[src/rtl/tlb_pkg.sv]
// -----------------------------------------------------------------------------
// tlb_pkg
// Shared definitions for the TLB instruction sequencer:
//   - TLB op_code values (TLBP / TLBR / TLBWI / TLBWR)
//   - sequencer state encoding
//   - EntryHi / EntryLo field bit positions
//   - helper that forms the EntryHi value written into the TLB
// -----------------------------------------------------------------------------
package tlb_pkg;

    localparam logic [1:0] TLBOP_P  = 2'd0;
    localparam logic [1:0] TLBOP_R  = 2'd1;
    localparam logic [1:0] TLBOP_WI = 2'd2;
    localparam logic [1:0] TLBOP_WR = 2'd3;

    typedef enum logic [2:0] {
        ST_IDLE     = 3'd0,
        ST_PROBE    = 3'd1,
        ST_PROBE_WB = 3'd2,
        ST_READ     = 3'd3,
        ST_READ_WB  = 3'd4,
        ST_WRITE    = 3'd5
    } tlb_state_e;

    // EntryHi fields
    localparam int HI_VPN2_MSB = 31;
    localparam int HI_VPN2_LSB = 13;
    localparam int HI_ASID_MSB = 7;
    localparam int HI_ASID_LSB = 0;

    // EntryLo fields
    localparam int LO_PFN_MSB = 25;
    localparam int LO_PFN_LSB = 6;
    localparam int LO_C_MSB   = 5;
    localparam int LO_C_LSB   = 3;
    localparam int LO_D       = 2;
    localparam int LO_V       = 1;
    localparam int LO_G       = 0;

    // EntryHi as stored in the TLB: bits between VPN2 and ASID are reserved
    // and always written as zero.
    function automatic logic [31:0] hi_for_write(input logic [31:0] hi);
        return {hi[HI_VPN2_MSB:HI_VPN2_LSB], 5'b00000, hi[HI_ASID_MSB:HI_ASID_LSB]};
    endfunction

endpackage

[src/rtl/tlb_op_ctrl.sv]
// -----------------------------------------------------------------------------
// tlb_op_ctrl
// Multi-cycle sequencer for TLBP, TLBR, TLBWI and TLBWR between the MEM stage
// and the shared TLB / CP0 pair.
//
// Ports:
//   clk, rst                 clock, synchronous active-low reset
//   op_valid/op_code/op_ready  op handshake from MEM stage
//   cancel                   abort from an older-stage exception/flush
//   cp0_*                    CP0 EntryHi/EntryLo0/EntryLo1/Index/Random
//   s_req/s_vpn2/s_asid, s_found/s_index    TLB search port
//   r_req/r_index, r_hi/r_lo0/r_lo1         TLB read port
//   tlb_we/w_index/w_hi/w_lo0/w_lo1         TLB write port
//   *_Wren/*_in, s1_found    CP0 update strobes and data
//   busy, done, refetch      pipeline stall, completion, refetch request
// -----------------------------------------------------------------------------
module tlb_op_ctrl
    import tlb_pkg::*;
#(
    parameter int TLBNUM = 16,
    parameter int IDX_W  = 4
) (
    input  logic             clk,
    input  logic             rst,
    input  logic             op_valid,
    input  logic [1:0]       op_code,
    output logic             op_ready,
    input  logic             cancel,
    input  logic [31:0]      cp0_entryhi,
    input  logic [31:0]      cp0_entrylo0,
    input  logic [31:0]      cp0_entrylo1,
    input  logic [31:0]      cp0_index,
    input  logic [31:0]      cp0_random,
    output logic             s_req,
    output logic [18:0]      s_vpn2,
    output logic [7:0]       s_asid,
    input  logic             s_found,
    input  logic [IDX_W-1:0] s_index,
    output logic             r_req,
    output logic [IDX_W-1:0] r_index,
    input  logic [31:0]      r_hi,
    input  logic [31:0]      r_lo0,
    input  logic [31:0]      r_lo1,
    output logic             tlb_we,
    output logic [IDX_W-1:0] w_index,
    output logic [31:0]      w_hi,
    output logic [31:0]      w_lo0,
    output logic [31:0]      w_lo1,
    output logic             Index_Wren,
    output logic [31:0]      Index_in,
    output logic             s1_found,
    output logic             EntryHi_Wren,
    output logic [31:0]      EntryHi_in,
    output logic             EntryLo0_Wren,
    output logic [31:0]      EntryLo0_in,
    output logic             EntryLo1_Wren,
    output logic [31:0]      EntryLo1_in,
    output logic             busy,
    output logic             done,
    output logic             refetch
);

    tlb_state_e       state_r;
    logic [IDX_W-1:0] idx_r;          // latched Index operand (probe-miss writeback)
    logic             index_wren_r;
    logic             entry_wren_r;   // EntryHi/Lo0/Lo1 are always updated together
    logic             g_s;
    logic             unused_s;

    // A page is global only if both halves of the pair are marked global.
    assign g_s = cp0_entrylo0[LO_G] & cp0_entrylo1[LO_G];

    // Upper Index/Random bits never address an entry.
    assign unused_s = ^{cp0_index[31:IDX_W], cp0_random[31:IDX_W], TLBNUM[0]};

    assign op_ready = (state_r == ST_IDLE);
    assign busy     = (state_r != ST_IDLE);

    // Search/read results arrive the cycle after the strobe, so the CP0
    // writeback data is muxed straight from the TLB, gated by the registered
    // Wren so the data lines stay at zero whenever the strobe is low.
    assign Index_Wren    = index_wren_r;
    assign s1_found      = index_wren_r & s_found;
    assign Index_in      = !index_wren_r ? 32'd0 :
                           (s_found ? {{(32-IDX_W){1'b0}}, s_index}
                                    : {{(32-IDX_W){1'b0}}, idx_r});
    assign EntryHi_Wren  = entry_wren_r;
    assign EntryLo0_Wren = entry_wren_r;
    assign EntryLo1_Wren = entry_wren_r;
    assign EntryHi_in    = entry_wren_r ? r_hi  : 32'd0;
    assign EntryLo0_in   = entry_wren_r ? r_lo0 : 32'd0;
    assign EntryLo1_in   = entry_wren_r ? r_lo1 : 32'd0;

    // Sequencer FSM. Port strobes and data for the PROBE/READ/WRITE states are
    // registered on the acceptance edge from the CP0 values present then, so
    // those output registers double as the operand latch: later CP0 changes
    // cannot reach the op.
    always_ff @(posedge clk) begin
        if (!rst) begin
            state_r      <= ST_IDLE;
            idx_r        <= {IDX_W{1'b0}};
            index_wren_r <= 1'b0;
            entry_wren_r <= 1'b0;
            s_req        <= 1'b0;
            s_vpn2       <= 19'd0;
            s_asid       <= 8'd0;
            r_req        <= 1'b0;
            r_index      <= {IDX_W{1'b0}};
            tlb_we       <= 1'b0;
            w_index      <= {IDX_W{1'b0}};
            w_hi         <= 32'd0;
            w_lo0        <= 32'd0;
            w_lo1        <= 32'd0;
            done         <= 1'b0;
            refetch      <= 1'b0;
        end else begin
            // every strobe is a single-cycle pulse
            index_wren_r <= 1'b0;
            entry_wren_r <= 1'b0;
            s_req        <= 1'b0;
            s_vpn2       <= 19'd0;
            s_asid       <= 8'd0;
            r_req        <= 1'b0;
            r_index      <= {IDX_W{1'b0}};
            tlb_we       <= 1'b0;
            w_index      <= {IDX_W{1'b0}};
            w_hi         <= 32'd0;
            w_lo0        <= 32'd0;
            w_lo1        <= 32'd0;
            done         <= 1'b0;
            refetch      <= 1'b0;

            case (state_r)
                ST_IDLE: begin
                    if (op_valid && !cancel) begin
                        idx_r <= cp0_index[IDX_W-1:0];
                        case (op_code)
                            TLBOP_P: begin
                                state_r <= ST_PROBE;
                                s_req   <= 1'b1;
                                s_vpn2  <= cp0_entryhi[HI_VPN2_MSB:HI_VPN2_LSB];
                                s_asid  <= cp0_entryhi[HI_ASID_MSB:HI_ASID_LSB];
                            end
                            TLBOP_R: begin
                                state_r <= ST_READ;
                                r_req   <= 1'b1;
                                r_index <= cp0_index[IDX_W-1:0];
                            end
                            default: begin
                                // TLBWI / TLBWR: the write itself is the commit
                                state_r <= ST_WRITE;
                                tlb_we  <= 1'b1;
                                done    <= 1'b1;
                                refetch <= 1'b1;
                                w_index <= (op_code == TLBOP_WR) ? cp0_random[IDX_W-1:0]
                                                                 : cp0_index[IDX_W-1:0];
                                w_hi    <= hi_for_write(cp0_entryhi);
                                w_lo0   <= {cp0_entrylo0[31:1], g_s};
                                w_lo1   <= {cp0_entrylo1[31:1], g_s};
                            end
                        endcase
                    end else begin
                        state_r <= ST_IDLE;
                    end
                end
                ST_PROBE: begin
                    if (cancel) begin
                        state_r <= ST_IDLE;
                    end else begin
                        state_r      <= ST_PROBE_WB;
                        index_wren_r <= 1'b1;
                        done         <= 1'b1;
                    end
                end
                ST_READ: begin
                    if (cancel) begin
                        state_r <= ST_IDLE;
                    end else begin
                        state_r      <= ST_READ_WB;
                        entry_wren_r <= 1'b1;
                        done         <= 1'b1;
                    end
                end
                // writeback/write cycles have committed; cancel is ignored
                ST_PROBE_WB: state_r <= ST_IDLE;
                ST_READ_WB:  state_r <= ST_IDLE;
                ST_WRITE:    state_r <= ST_IDLE;
                default:     state_r <= ST_IDLE;
            endcase
        end
    end

endmodule

[config.mk]
export PLATFORM = sky130hd
export DESIGN_NAME = tlb_op_ctrl
export DESIGN_NICKNAME = d
export VERILOG_FILES = /design/src/rtl/tlb_pkg.sv /design/src/rtl/tlb_op_ctrl.sv
export SDC_FILE = /design/constraint.sdc
export NUM_CORES = 1
export LEC_CHECK = 0
export ABC_AREA = 1
export BUFFER_PORTS_ARGS = -buffer_cell sky130_fd_sc_hd__buf_2
export CAP_MARGIN = 0
export CORE_AREA = 2 2 210 212
export DETAILED_ROUTE_END_ITERATION = 8
export DIE_AREA = 0 0 212 214
export GPL_TIMING_DRIVEN = 0
export HOLD_SLACK_MARGIN = 0.08
export PLACE_DENSITY = 0.4
export REMOVE_ABC_BUFFERS = 1
export SLEW_MARGIN = 20
export SYNTH_ARGS = -nofsm -noshare
export SYNTH_HDL_FRONTEND = slang
export SYNTH_SLANG_ARGS = --single-unit
[constraint.sdc]
create_clock -name clk -period 2.2 [get_ports clk]
set_input_delay 0.44 -clock clk [delete_from_list [all_inputs] [get_ports clk]]
set_output_delay 0.44 -clock clk [all_outputs]
set_load 0.02 [all_outputs]
Yosys cells after proc, flatten, opt, wreduce, memory -nomap -nowiden. Index checks and enable logic that the tools add are counted.

Equality and inequality tests: 4. Multiplexer cells: 17. Bitwise operators: 5. Reductions and logical operators: 15.

Operator list (count): 32-bit two-way mux (3); 4-bit two-way mux (3); 3-bit one-hot mux with 3 select lines (1); 2-bit AND reduction (4); 4-bit AND reduction (2); 3-bit two-way mux (2); 3-bit one-hot mux with 2 select lines (1); 1-bit two-way mux (5); 5-bit OR reduction (1); 2-bit OR reduction (2); 3-bit by 1-bit == test with 1-bit output (second input constant) (1); 3-bit by 2-bit == test with 1-bit output (second input constant) (1); 3-bit logical NOT (1); 1-bit inverter (3); 3-bit AND reduction (1); 3-bit nonzero test (1); 1-bit bitwise AND (2); 2-bit by 1-bit == test with 1-bit output (second input constant) (1); 2-bit == test (second input constant) (1); 2-bit logical NOT (1); 2-bit two-way mux (1); 1-bit one-hot mux with 2 select lines (1); 1-bit logical AND (1); 1-bit logical NOT (1).

Register bits after elaboration: 144. Input bits: 267. Output and inout port bits: 271. Logic and storage cells: 57.

Depth between registers and ports, before layout. Gate-level depths: netlist of the first run.

Word-level depth: 5. Mapped depth: 7. Gate-level depth less buffers: 5.

Worst setup path before layout of the first run. Ideal clock, no wire load.

Kind: reg2out. From: register entry_wren_r, in the netlist EntryHi_Wren. To: output port EntryLo0_in[22]. Data arrival time: 1.340 ns. Required time: 1.760 ns. Slack: 0.420 ns. Cell stages (with the launch flop): 6. Buffers on the path: 3. Cells stage by stage: dfxtp_1 clkbuf_1 buf_2 buf_1 nand2_1 inv_1.

Cells in the longest elaborated chain, start to end: 1.

Ends and longest elaborated chain: start, declared (RTL line tlb_op_ctrl.sv:66) `logic entry_wren_r;`; start signal, assigned (RTL line tlb_op_ctrl.sv:103) `entry_wren_r <= 1'b0;`; start signal, assigned (RTL line tlb_op_ctrl.sv:119) `entry_wren_r <= 1'b0;`; start signal, assigned (RTL line tlb_op_ctrl.sv:180) `entry_wren_r <= 1'b1;`; 32-bit two-way mux (RTL line tlb_op_ctrl.sv:91) `assign EntryLo0_in = entry_wren_r ? r_lo0 : 32'd0;`; end, declared (RTL line tlb_op_ctrl.sv:55) `output logic [31:0] EntryLo0_in,`.

No other way between the ends.

Worst setup path in the final report of the first run.
From: register entry_wren_r, in the netlist EntryHi_Wren. To: output port EntryLo0_in[0].

Same word-level chain as after synthesis.

==> results of run 1 <==
-- registers in the layout (all words and copies together) (netlist names) --
signal,count
done,1
s_vpn2,19
r_req,1
state_r,3
w_hi,27
s_req,1
w_lo0,32
Index_Wren,1
idx_r,4
w_lo1,31
refetch,1
EntryHi_Wren,1
r_index,4
s_asid,8
w_index,4
-- placed cells by master, fill, tap and decap left out, types with 2 or more instances in the layout --
cell,count
buf_2,443
inv_1,202
dfxtp_1,137
nand2_1,114
nor2_1,110
conb_1,33
nor3_1,32
clkbuf_16,17
nor2_4,13
nand3_1,6
inv_6,6
o21ai_0,5
nand4_1,4
clkinvlp_4,3
diode_2,2
nand2_2,2
bufinv_16,2
buf_16,2
-- metal layers --
metal	wire length, um	global-route usage	up-vias
li1	-	-	2741
met1	7880	0.0875	2498
met2	11200	0.171	312
met3	2340	0.0394	47
met4	1070	0.0603	8
met5	46	0	-
-- cell type report --
type                    count  area [um2]  area share
multi-input cells         324        1420       0.165
inverters                 203         762      0.0887
clock inverters            14         160      0.0186
repair buffers            447        2310       0.269
diodes                      2        5.00    0.000582
flip-flops and latches    138        2770       0.322
clock buffers              18         439      0.0511
well taps                 585         732      0.0852
-- critical path: cells and delay by family, from the launching register on --
family | cells | cell delay [ps]
and+or+nand+nor | 1 | 60
DFF | 1 | 470
buffers and inverters | 3 | 590
-- where the power goes --
part	total (mW)	switching (mW)	internal [mW]
sequential	2.55	0.0125	2.54
clock	2.97	1.24	1.73
combinational	0.519	0.321	0.198
-- worst max path at each step --
stage,depth (start not counted),slack (ps),from,to
final,4,200,EntryHi_Wren$_SDFF_PN0_,EntryLo0_in[0]
after global routing,4,80,EntryHi_Wren$_SDFF_PN0_,EntryHi_in[28]
after CTS,4,50,EntryHi_Wren$_SDFF_PN0_,EntryLo0_in[0]
after detailed placement,5,400,state_r[2]$_SDFF_PN0_,r_index[1]$_SDFF_PN0_
after global placement,3,-1660,EntryHi_Wren$_SDFF_PN0_,EntryHi_in[17]
after floorplan,2,-700,EntryHi_Wren$_SDFF_PN0_,EntryHi_in[0]
-- kinds of logic (layout without fill, tap and decap cells) --
logic type             count (synthesis)  after routing  synth area share
buffers and inverters                269            682             0.232
AND/OR/NAND/NOR                      285            285             0.237
flip-flops                           138            138             0.524
AO/OA/AOI/OAI                          6              6           0.00570
other                                  1             35          0.000712
-- synth_stat cells (all sizes together) --
master / n
a21oi: 1
buf: 58
clkbuf: 8
conb: 1
dfxtp: 138
inv: 203
nand2: 118
nand3: 7
nand3b: 1
nand4: 4
nor2: 123
nor3: 32
o21ai: 5
-- repair_timing --
action | in CTS | in global routing
setup buffers | 0 | 1
endpoints found under the setup margin | 2 | 4
cloned | 1 | 0
hold buffers | 0 | 0
endpoints found under the hold margin | 0 | 0
==> reports/qor.csv, run 1 <==
stage,metric,value,unit
floorplan,area of the die,45400,um2
power_and_ir_drop,Power per Cell Area,702,nW/um2
clock_tree,CTS buffer count,17,
clock_tree,CTS H-tree depth,4,
detailed_routing,drt wl/cell,13.0,um
grt,total congestion overflow,0,
clock_tree,largest buffer count on any clock path,2,
floorplan,Die Ht,214,um
floorplan,chip width,212,um
timing,setup_tns,0,ps
timing,Tightest Pin Transition,943,ps
timing,"Slew Viols, Final",0,
clock_tree,clk slew on worst S/H paths,70,ps
detailed_routing,vias,5606,
floorplan,Core Rows,76,
worst_setup_path,CP Max Fanout,37,
floorplan,I/O pin cnt,538,
placement,Post-Place Cell Area,7950,um2
placement,Post-Place Setup Slack,404,ps
worst_setup_path,worst reg2reg path endpoint,s_vpn2[2]$_SDFF_PN0_,
worst_setup_path,FF-to-FF path depth,5,
flow_run,MaxCap Viol Count,0,
clock_tree,Post-CTS Resized,0,
detailed_routing,first-pass iteration count of the detailed router,4,
hold_path,hold-critical path depth,3,
worst_setup_path,CP endpoint kind,primary output,
timing,final worst setup slack,201,ps
detailed_routing,final WL,22500,um
placement,Placed Cells,1695,
clock_tree,Worst-Skew Late Latency,430,ps
final_layout,Final Util,0.200,
power_and_ir_drop,Leak Pwr,5.63,nW
worst_setup_path,CP max stage cell,dfxtp_4,
placement,IO Port Bufs,443,
final_layout,post-route insts no fill,1731,
worst_setup_path,launching point of the worst reg2reg path,state_r[2]$_SDFF_PN0_,
detailed_routing,DRC Markers,0,
timing,count of final setup violators,0,
grt,pin count of the biggest net entering global routing,53,
clock_tree,CTS tree,yes,
worst_setup_path,Critical Path RT,1760,ps
yosys,"area leader, netlist",dfxtp_1,
worst_setup_path,CP max stage delay,470,ps
placement,half-perimeter wire length after placement,18000,um
grt,antenna violations before repair,8,
worst_setup_path,worst path arrival time,1560,ps
timing,minimum clock period,2000,ps
final_layout,Fill cells,4898,
floorplan,CORE AREA,42900,um2
placement,routability congestion estimate,0.758,
final_layout,P&R area growth vs syn,63.1,%
grt,vias in the first global route,5400,
hold_path,hold crit path type,input port to flip-flop,
timing,Hold WS,212,ps
yosys,cells after synthesis,699,
floorplan,Starting Density,0.123,
yosys,Synth area leaders,"dfxtp_1, inv_1, nand2_1",
worst_setup_path,CP Class,flip-flop to primary output,
power_and_ir_drop,Tot Pwr,6.04,mW
timing,final number of hold-violating endpoints,0,
grt,total track usage,0.0948,
final_layout,Final nets,1398,
clock_tree,clock root buffer,clkbuf_16,
hold_path,Min-Delay Endpoint,w_lo0[26]$_SDFF_PP0_,
worst_setup_path,critical path startpoint category,flip-flop,
timing,fraction of the cycle the final worst path needs,0.909,
timing,slew margin rel.,0.369,
worst_setup_path,worst path cell trace,"bufbuf_16, nand2_1, inv_1, buf_2",
final_layout,cell area after layout,8590,um2
power_and_ir_drop,Max VDD drop,0.356,mV
clock_tree,clock sink count,138,
grt,global-route wire length before repair,31200,um
timing,FMAX,500,MHz
status,status,completed,
yosys,Mapped Area,5270,um2
yosys,number of synthesized register bits,138,
final_layout,layout cell share with drive strength beyond 1,0.436,
detailed_routing,starting DRC count in detailed routing,125,
yosys,"Seq/Total Area, Yosys",0.524,
hold_path,hold_sp,cp0_entrylo0[26],
yosys,Avg Inst Size Synth,7.54,um2
timing,Setup Skew,13.8,ps
yosys,post-synth top area share,0.524,
timing,unrepaired setup endpoints after global routing,no,
yosys,Netlist cell types,21,
yosys,Syn. warnings,0,
detailed_routing,DR vias/cell,3.24,
worst_setup_path,R2R setup slack,470,ps
detailed_routing,Post-DRT Antenna Nets,0,
Power figures use the tool's default switching activity.
==> run 2: changes to the inputs <==
==> constraint.sdc (replaced) <==
create_clock -name clk -period 2.56 [get_ports clk]
set_input_delay 0.512 -clock clk [delete_from_list [all_inputs] [get_ports clk]]
set_output_delay 0.512 -clock clk [all_outputs]
set_load 0.02 [all_outputs]
==> run 2 against run 1 <==
Compared with the run above: clock power shrank 14%; final area shrank 0.47%; sequential power shrank 14%; clock skew grew 1.1 ps; sequential share of layout area grew 0.15 points; via count shrank 0.73%; cell count shrank 0.12%; count of clock-buffer cells in the layout is the same; wire length shrank 1.6%; critical endpoint is now EntryHi_in[17].
==> reports/qor.csv, run 2 (synthesis gave the netlist of run 1 again) <==
stage,metric,value,unit,change
clock_tree,clock root buffer,clkbuf_16,,unchanged
floorplan,chip width,212,um,unchanged
floorplan,CORE AREA,42900,um2,unchanged
timing,Setup Skew,14.9,ps,was 13.8 ps
final_layout,layout cell share with drive strength beyond 1,0.435,,was 0.436
clock_tree,CTS H-tree depth,4,,unchanged
grt,total congestion overflow,0,,unchanged
timing,Tightest Pin Transition,932,ps,was 943 ps
worst_setup_path,Worst path top cell family by delay,flip-flops,,was buffers and inverters
final_layout,Top Registers,"w_lo0 (32), w_lo1 (31), w_hi (27)",,unchanged
worst_setup_path,FF-to-FF path depth,5,,unchanged
status,status,completed,,unchanged
power_and_ir_drop,Leak Pwr,5.61,nW,was 5.63 nW
floorplan,I/O pin cnt,538,,unchanged
detailed_routing,DRC Markers,0,,unchanged
final_layout,P&R area growth vs syn,62.3,%,was 63.1%
timing,slew margin rel.,0.376,,was 0.369
final_layout,Final nets,1396,,was 1398
placement,half-perimeter wire length after placement,18000,um,unchanged
worst_setup_path,Worst setup startpoint,EntryHi_Wren$_SDFF_PN0_,,unchanged
clock_tree,clock sink count,138,,unchanged
detailed_routing,vias,5565,,was 5606
clock_tree,CTS tree,yes,,unchanged
clock_tree,clk slew on worst S/H paths,70,ps,about the same
worst_setup_path,Critical Path RT,2050,ps,was 1760 ps
worst_setup_path,CP Class,flip-flop to primary output,,unchanged
timing,FMAX,448,MHz,
power_and_ir_drop,Max VDD drop,0.306,mV,was 0.356 mV
clock_tree,CTS buffer count,17,,unchanged
grt,vias in the first global route,5358,,was 5400
detailed_routing,starting DRC count in detailed routing,142,,was 125
detailed_routing,routed length on met2,11100,um,was 11200 um
placement,routability congestion estimate,0.758,,unchanged
clock_tree,CTS Hold Bufs,0,,unchanged
detailed_routing,final WL,22200,um,was 22500 um
grt,antenna violations before repair,8,,unchanged
worst_setup_path,worst reg2reg path endpoint,s_vpn2[2]$_SDFF_PN0_,,unchanged
worst_setup_path,CP Max Fanout,75,,was 37
final_layout,Largest Register,w_lo0,,unchanged
timing,minimum clock period,2230,ps,
timing,unrepaired setup endpoints after global routing,no,,unchanged
clock_tree,post-CTS setup buffer count,0,,unchanged
placement,IO Port Bufs,443,,unchanged
worst_setup_path,CP max stage delay,520,ps,was 470 ps
final_layout,"most common cell after layout, fill and taps aside",buf_2,,unchanged
detailed_routing,DR top layer,met5,,unchanged
worst_setup_path,worst path cell trace,"buf_16, nand2_1, inv_1, buf_2",,"was bufbuf_16, nand2_1, inv_1, buf_2"
timing,final number of hold-violating endpoints,0,,unchanged
detailed_routing,post-route met1 wirelength,7790,um,was 7880 um
final_layout,max FFs per register,32,,unchanged
worst_setup_path,R2R setup slack,840,ps,was 470 ps
grt,global-route wire length before repair,30900,um,was 31200 um
timing,Hold WS,282,ps,was 212 ps
power_and_ir_drop,Tot Pwr,5.19,mW,was 6.04 mW
final_layout,most frequent cells in the layout,"buf_2, inv_1, dfxtp_1",,unchanged
timing,count of final setup violators,0,,unchanged
hold_path,hold_sp,cp0_entrylo0[26],,unchanged
worst_setup_path,CP endpoint kind,primary output,,unchanged
floorplan,Core Rows,76,,unchanged
flow_run,MaxCap Viol Count,0,,unchanged
grt,pin count of the biggest net entering global routing,76,,was 53
worst_setup_path,Crit path buffers/inverters,3,,unchanged
grt,total track usage,0.0939,,was 0.0948
hold_path,hold crit path type,input port to flip-flop,,unchanged
floorplan,Die Ht,214,um,unchanged
worst_setup_path,critical path startpoint category,flip-flop,,unchanged
detailed_routing,DR vias/cell,3.22,,was 3.24
timing,"Slew Viols, Final",0,,unchanged
clock_tree,Post-CTS Resized,0,,unchanged
hold_path,hold-critical path depth,3,,unchanged
clock_tree,largest buffer count on any clock path,2,,unchanged
worst_setup_path,CP max stage cell,dfxtp_4,,unchanged
floorplan,Starting Density,0.123,,unchanged
worst_setup_path,launching point of the worst reg2reg path,state_r[2]$_SDFF_PN0_,,unchanged
floorplan,area of the die,45400,um2,unchanged
detailed_routing,Post-DRT Antenna Nets,0,,unchanged
worst_setup_path,worst path arrival time,1720,ps,was 1560 ps
detailed_routing,routed wl met3,2330,um,was 2340 um
power_and_ir_drop,Power per Cell Area,607,nW/um2,was 702 nW/um2
clock_tree,Worst-Skew Late Latency,430,ps,about the same
hold_path,Min-Delay Endpoint,w_lo0[26]$_SDFF_PP0_,,unchanged
detailed_routing,drt wl/cell,12.8,um,was 13.0 um
detailed_routing,first-pass iteration count of the detailed router,4,,unchanged
timing,fraction of the cycle the final worst path needs,0.872,,
==> run 2: changes by cell type in the layout (fill, tap and decap cells not counted) <==
cell       delta
buf_4         -1
bufbuf_16     -1
==> run 2: cell type report <==
cell class	instances	area (um2)
Fill cell	4906	34300
Tap cell	585	732
Clock buffer	18	439
Multi-Input combinational cell	324	1420
Inverter	203	762
Timing Repair Buffer	445	2270
Sequential cell	138	2770
Antenna cell	2	5.00
Clock inverter	14	160
==> run 2: stage by stage <==
step / std cells / TNS, ps / worst slack (ps) / area [um2] / utilization
after CTS: 1727 / 0 / 268 / 8550 / 0.199
final: 1729 / 0 / 329 / 8550 / 0.199
after floorplan: 665 / -39640 / -411 / 4930 / -
after global routing: 1729 / 0 / 207 / 8550 / 0.199
after detailed placement: 1695 / 0 / 697 / 7950 / 0.185
after global placement: 1693 / -125110 / -1370 / 7880 / 0.184
==> run 2: per-layer routing <==
metal	vias to the layer above	track usage
li1	2736	-
met1	2472	0.0869
met2	306	0.171
met3	43	0.0394
met4	8	0.0552
met5	-	0
==> run 2: worst register-to-register path, stage by stage, from the launching register on <==
cell     delay (ps)
dfxtp_1         330
nor2_4          200
nand2_4         100
inv_1           120
nand2_2         530
nor3_1          360
==> run 2: worst max path at each step <==
stage          cells past startpoint                   end
2_1_floorplan                      2         EntryHi_in[0]
3_3_place_gp                       3        EntryHi_in[17]
3_5_place_dp                       5  s_asid[7]$_SDFF_PN0_
4_1_cts                            4        EntryHi_in[17]
5_1_grt                            4        EntryHi_in[17]
6_report                           4        EntryHi_in[17]
==> run 2: where the power goes <==
group	total [mW]	leakage (nW)	switching, mW	internal, mW
sequential	2.19	1.12	0.0108	2.18
combinational	0.446	4.21	0.276	0.170
clock	2.55	0.287	1.07	1.49
==> run 3: changes to the inputs <==
--- a/config.mk
+++ b/config.mk
@@ -15,6 +15,7 @@
 export HOLD_SLACK_MARGIN = 0.08
 export PLACE_DENSITY = 0.4
 export REMOVE_ABC_BUFFERS = 1
+export SETUP_SLACK_MARGIN = 0.4
 export SLEW_MARGIN = 20
 export SYNTH_ARGS = -nofsm -noshare
 export SYNTH_HDL_FRONTEND = slang
==> run 3 against run 2 <==
Compared with the run above: count of clock-buffer cells in the layout unchanged; sequential share of layout area fell by 0.24 points; register-to-register slack hardly changed; final area grew 0.76%; worst hold slack improved by 1.1 ps; combinational power is essentially flat.
==> reports/qor.csv, run 3 (synthesis gave the netlist of run 1 again) <==
stage,metric,value,unit,change
worst_setup_path,critical path startpoint category,flip-flop,,unchanged
worst_setup_path,worst path arrival time,1480,ps,was 1720 ps
worst_setup_path,CP Max Fanout,37,,was 75
floorplan,area of the die,45400,um2,unchanged
final_layout,layout cell share with drive strength beyond 1,0.438,,was 0.435
hold_path,hold crit path type,input port to flip-flop,,unchanged
timing,slew margin rel.,0.370,,was 0.376
power_and_ir_drop,Max VDD drop,0.306,mV,about the same
hold_path,hold-critical path depth,3,,unchanged
final_layout,Top Registers,"w_lo0 (32), w_lo1 (31), w_hi (27)",,unchanged
floorplan,Die Ht,214,um,unchanged
placement,routability congestion estimate,0.758,,unchanged
final_layout,post-route insts no fill,1735,,was 1729
floorplan,Starting Density,0.123,,unchanged
clock_tree,clk slew on worst S/H paths,70,ps,about the same
final_layout,max FFs per register,32,,unchanged
final_layout,Largest Register,w_lo0,,unchanged
timing,"Slew Viols, Final",0,,unchanged
clock_tree,CTS tree,yes,,unchanged
final_layout,P&R area growth vs syn,63.6,%,was 62.3%
timing,minimum clock period,2000,ps,was 2230 ps
timing,FMAX,501,MHz,was 448 MHz
clock_tree,CTS H-tree depth,4,,unchanged
worst_setup_path,CP endpoint kind,primary output,,unchanged
placement,half-perimeter wire length after placement,18000,um,unchanged
timing,fraction of the cycle the final worst path needs,0.780,,was 0.872
final_layout,Final nets,1401,,was 1396
power_and_ir_drop,Leak Pwr,5.65,nW,was 5.61 nW
timing,final worst setup slack,564,ps,was 329 ps
grt,vias in the first global route,5413,,was 5358
clock_tree,clock root buffer,clkbuf_16,,unchanged
flow_run,MaxCap Viol Count,0,,unchanged
detailed_routing,Post-DRT Antenna Nets,0,,unchanged
clock_tree,clock sink count,138,,unchanged
floorplan,Core Rows,76,,unchanged
power_and_ir_drop,Tot Pwr,5.19,mW,about the same
worst_setup_path,CP Class,flip-flop to primary output,,unchanged
detailed_routing,starting DRC count in detailed routing,129,,was 142
floorplan,CORE AREA,42900,um2,unchanged
grt,antenna violations before repair,8,,unchanged
detailed_routing,final WL,22600,um,was 22200 um
clock_tree,CTS buffer count,17,,unchanged
detailed_routing,vias,5621,,was 5565
floorplan,I/O pin cnt,538,,unchanged
timing,final number of hold-violating endpoints,0,,unchanged
placement,Placed Cells,1695,,unchanged
worst_setup_path,FF-to-FF path depth,5,,unchanged
worst_setup_path,Critical Path RT,2050,ps,about the same
detailed_routing,DR vias/cell,3.24,,was 3.22
floorplan,chip width,212,um,unchanged
clock_tree,Worst-Skew Late Latency,430,ps,about the same
grt,pin count of the biggest net entering global routing,53,,was 76
timing,unrepaired setup endpoints after global routing,no,,unchanged
detailed_routing,first-pass iteration count of the detailed router,4,,unchanged
placement,Post-Place Setup Slack,697,ps,unchanged
detailed_routing,DRC Markers,0,,unchanged
grt,global-route wire length before repair,31400,um,was 30900 um
final_layout,"most common cell after layout, fill and taps aside",buf_2,,unchanged
clock_tree,largest buffer count on any clock path,2,,unchanged
final_layout,Fill cells,4899,,was 4906
timing,Setup Skew,14.0,ps,was 14.9 ps
grt,total track usage,0.0954,,was 0.0939
detailed_routing,drt wl/cell,13.0,um,was 12.8 um
placement,IO Port Bufs,443,,unchanged
status,status,completed,,unchanged
final_layout,most frequent cells in the layout,"buf_2, inv_1, dfxtp_1",,unchanged
grt,total congestion overflow,0,,unchanged
timing,count of final setup violators,0,,unchanged
timing,Tightest Pin Transition,942,ps,was 932 ps
clock_tree,Post-CTS Resized,0,,unchanged
power_and_ir_drop,Power per Cell Area,602,nW/um2,was 607 nW/um2
timing,setup_tns,0,ps,unchanged
run 3: per-stage QoR:
step                hold WS (ps)  instance area (um2)  utilization
floorplan                    450                 4930            -
global placement             470                 7880        0.184
detailed placement           475                 7950        0.185
CTS                          246                 8590        0.200
global route                 258                 8620        0.201
finish                       284                 8620        0.201
run 3: area by class of cell:
class	count	area [um2]	area share
Clock inverter	14	160	0.0186
Tap cell	585	732	0.0849
Inverter	203	762	0.0884
Clock buffer	18	439	0.0510
Antenna cell	3	7.51	0.000871
Timing Repair Buffer	450	2330	0.271
Multi-Input combinational cell	324	1420	0.164
Sequential cell	138	2770	0.321
run 3: final timing paths:
| kind | startpoint | to | slack, ps |
|---|---|---|---|
| worst max-delay path | EntryHi_Wren$_SDFF_PN0_ | EntryLo0_in[0] | 560 |
| worst min register to register | idx_r[0]$_SDFFE_PN0P_ | idx_r[0]$_SDFFE_PN0P_ | 490 |
| worst max register to register | state_r[2]$_SDFF_PN0_ | s_vpn2[2]$_SDFF_PN0_ | 830 |
| worst min-delay path | cp0_entrylo0[26] | w_lo0[26]$_SDFF_PP0_ | 280 |
run 3: metal layers:
metal,GRT usage,vias up,share of wire
met1,0.0882,2507,0.35
met2,0.172,310,0.50
met5,0,-,0.0020
li1,-,2749,-
met4,0.0603,8,0.048
met3,0.0394,47,0.10
run 3: timing repair:
item,4_1_cts,5_1_grt
pin swaps,0,0
hold buffers,0,0
endpoints found under the hold margin,0,0
setup buffers,1,3
gates cloned,1,0
endpoints found under the setup margin,37,19
run 3: worst max-delay path: stages, from the launching register on:
cell and delay (ps):
dfxtp_4 420, bufbuf_16 350, nand2_1 60, inv_1 50
buf_2 170
run 3: power by group:
group | switching, mW | internal [mW] | leakage, nW
sequential | 0.0107 | 2.18 | 1.12
clock | 1.07 | 1.49 | 0.287
combinational | 0.276 | 0.170 | 4.24
total | 1.35 | 3.84 | 5.65
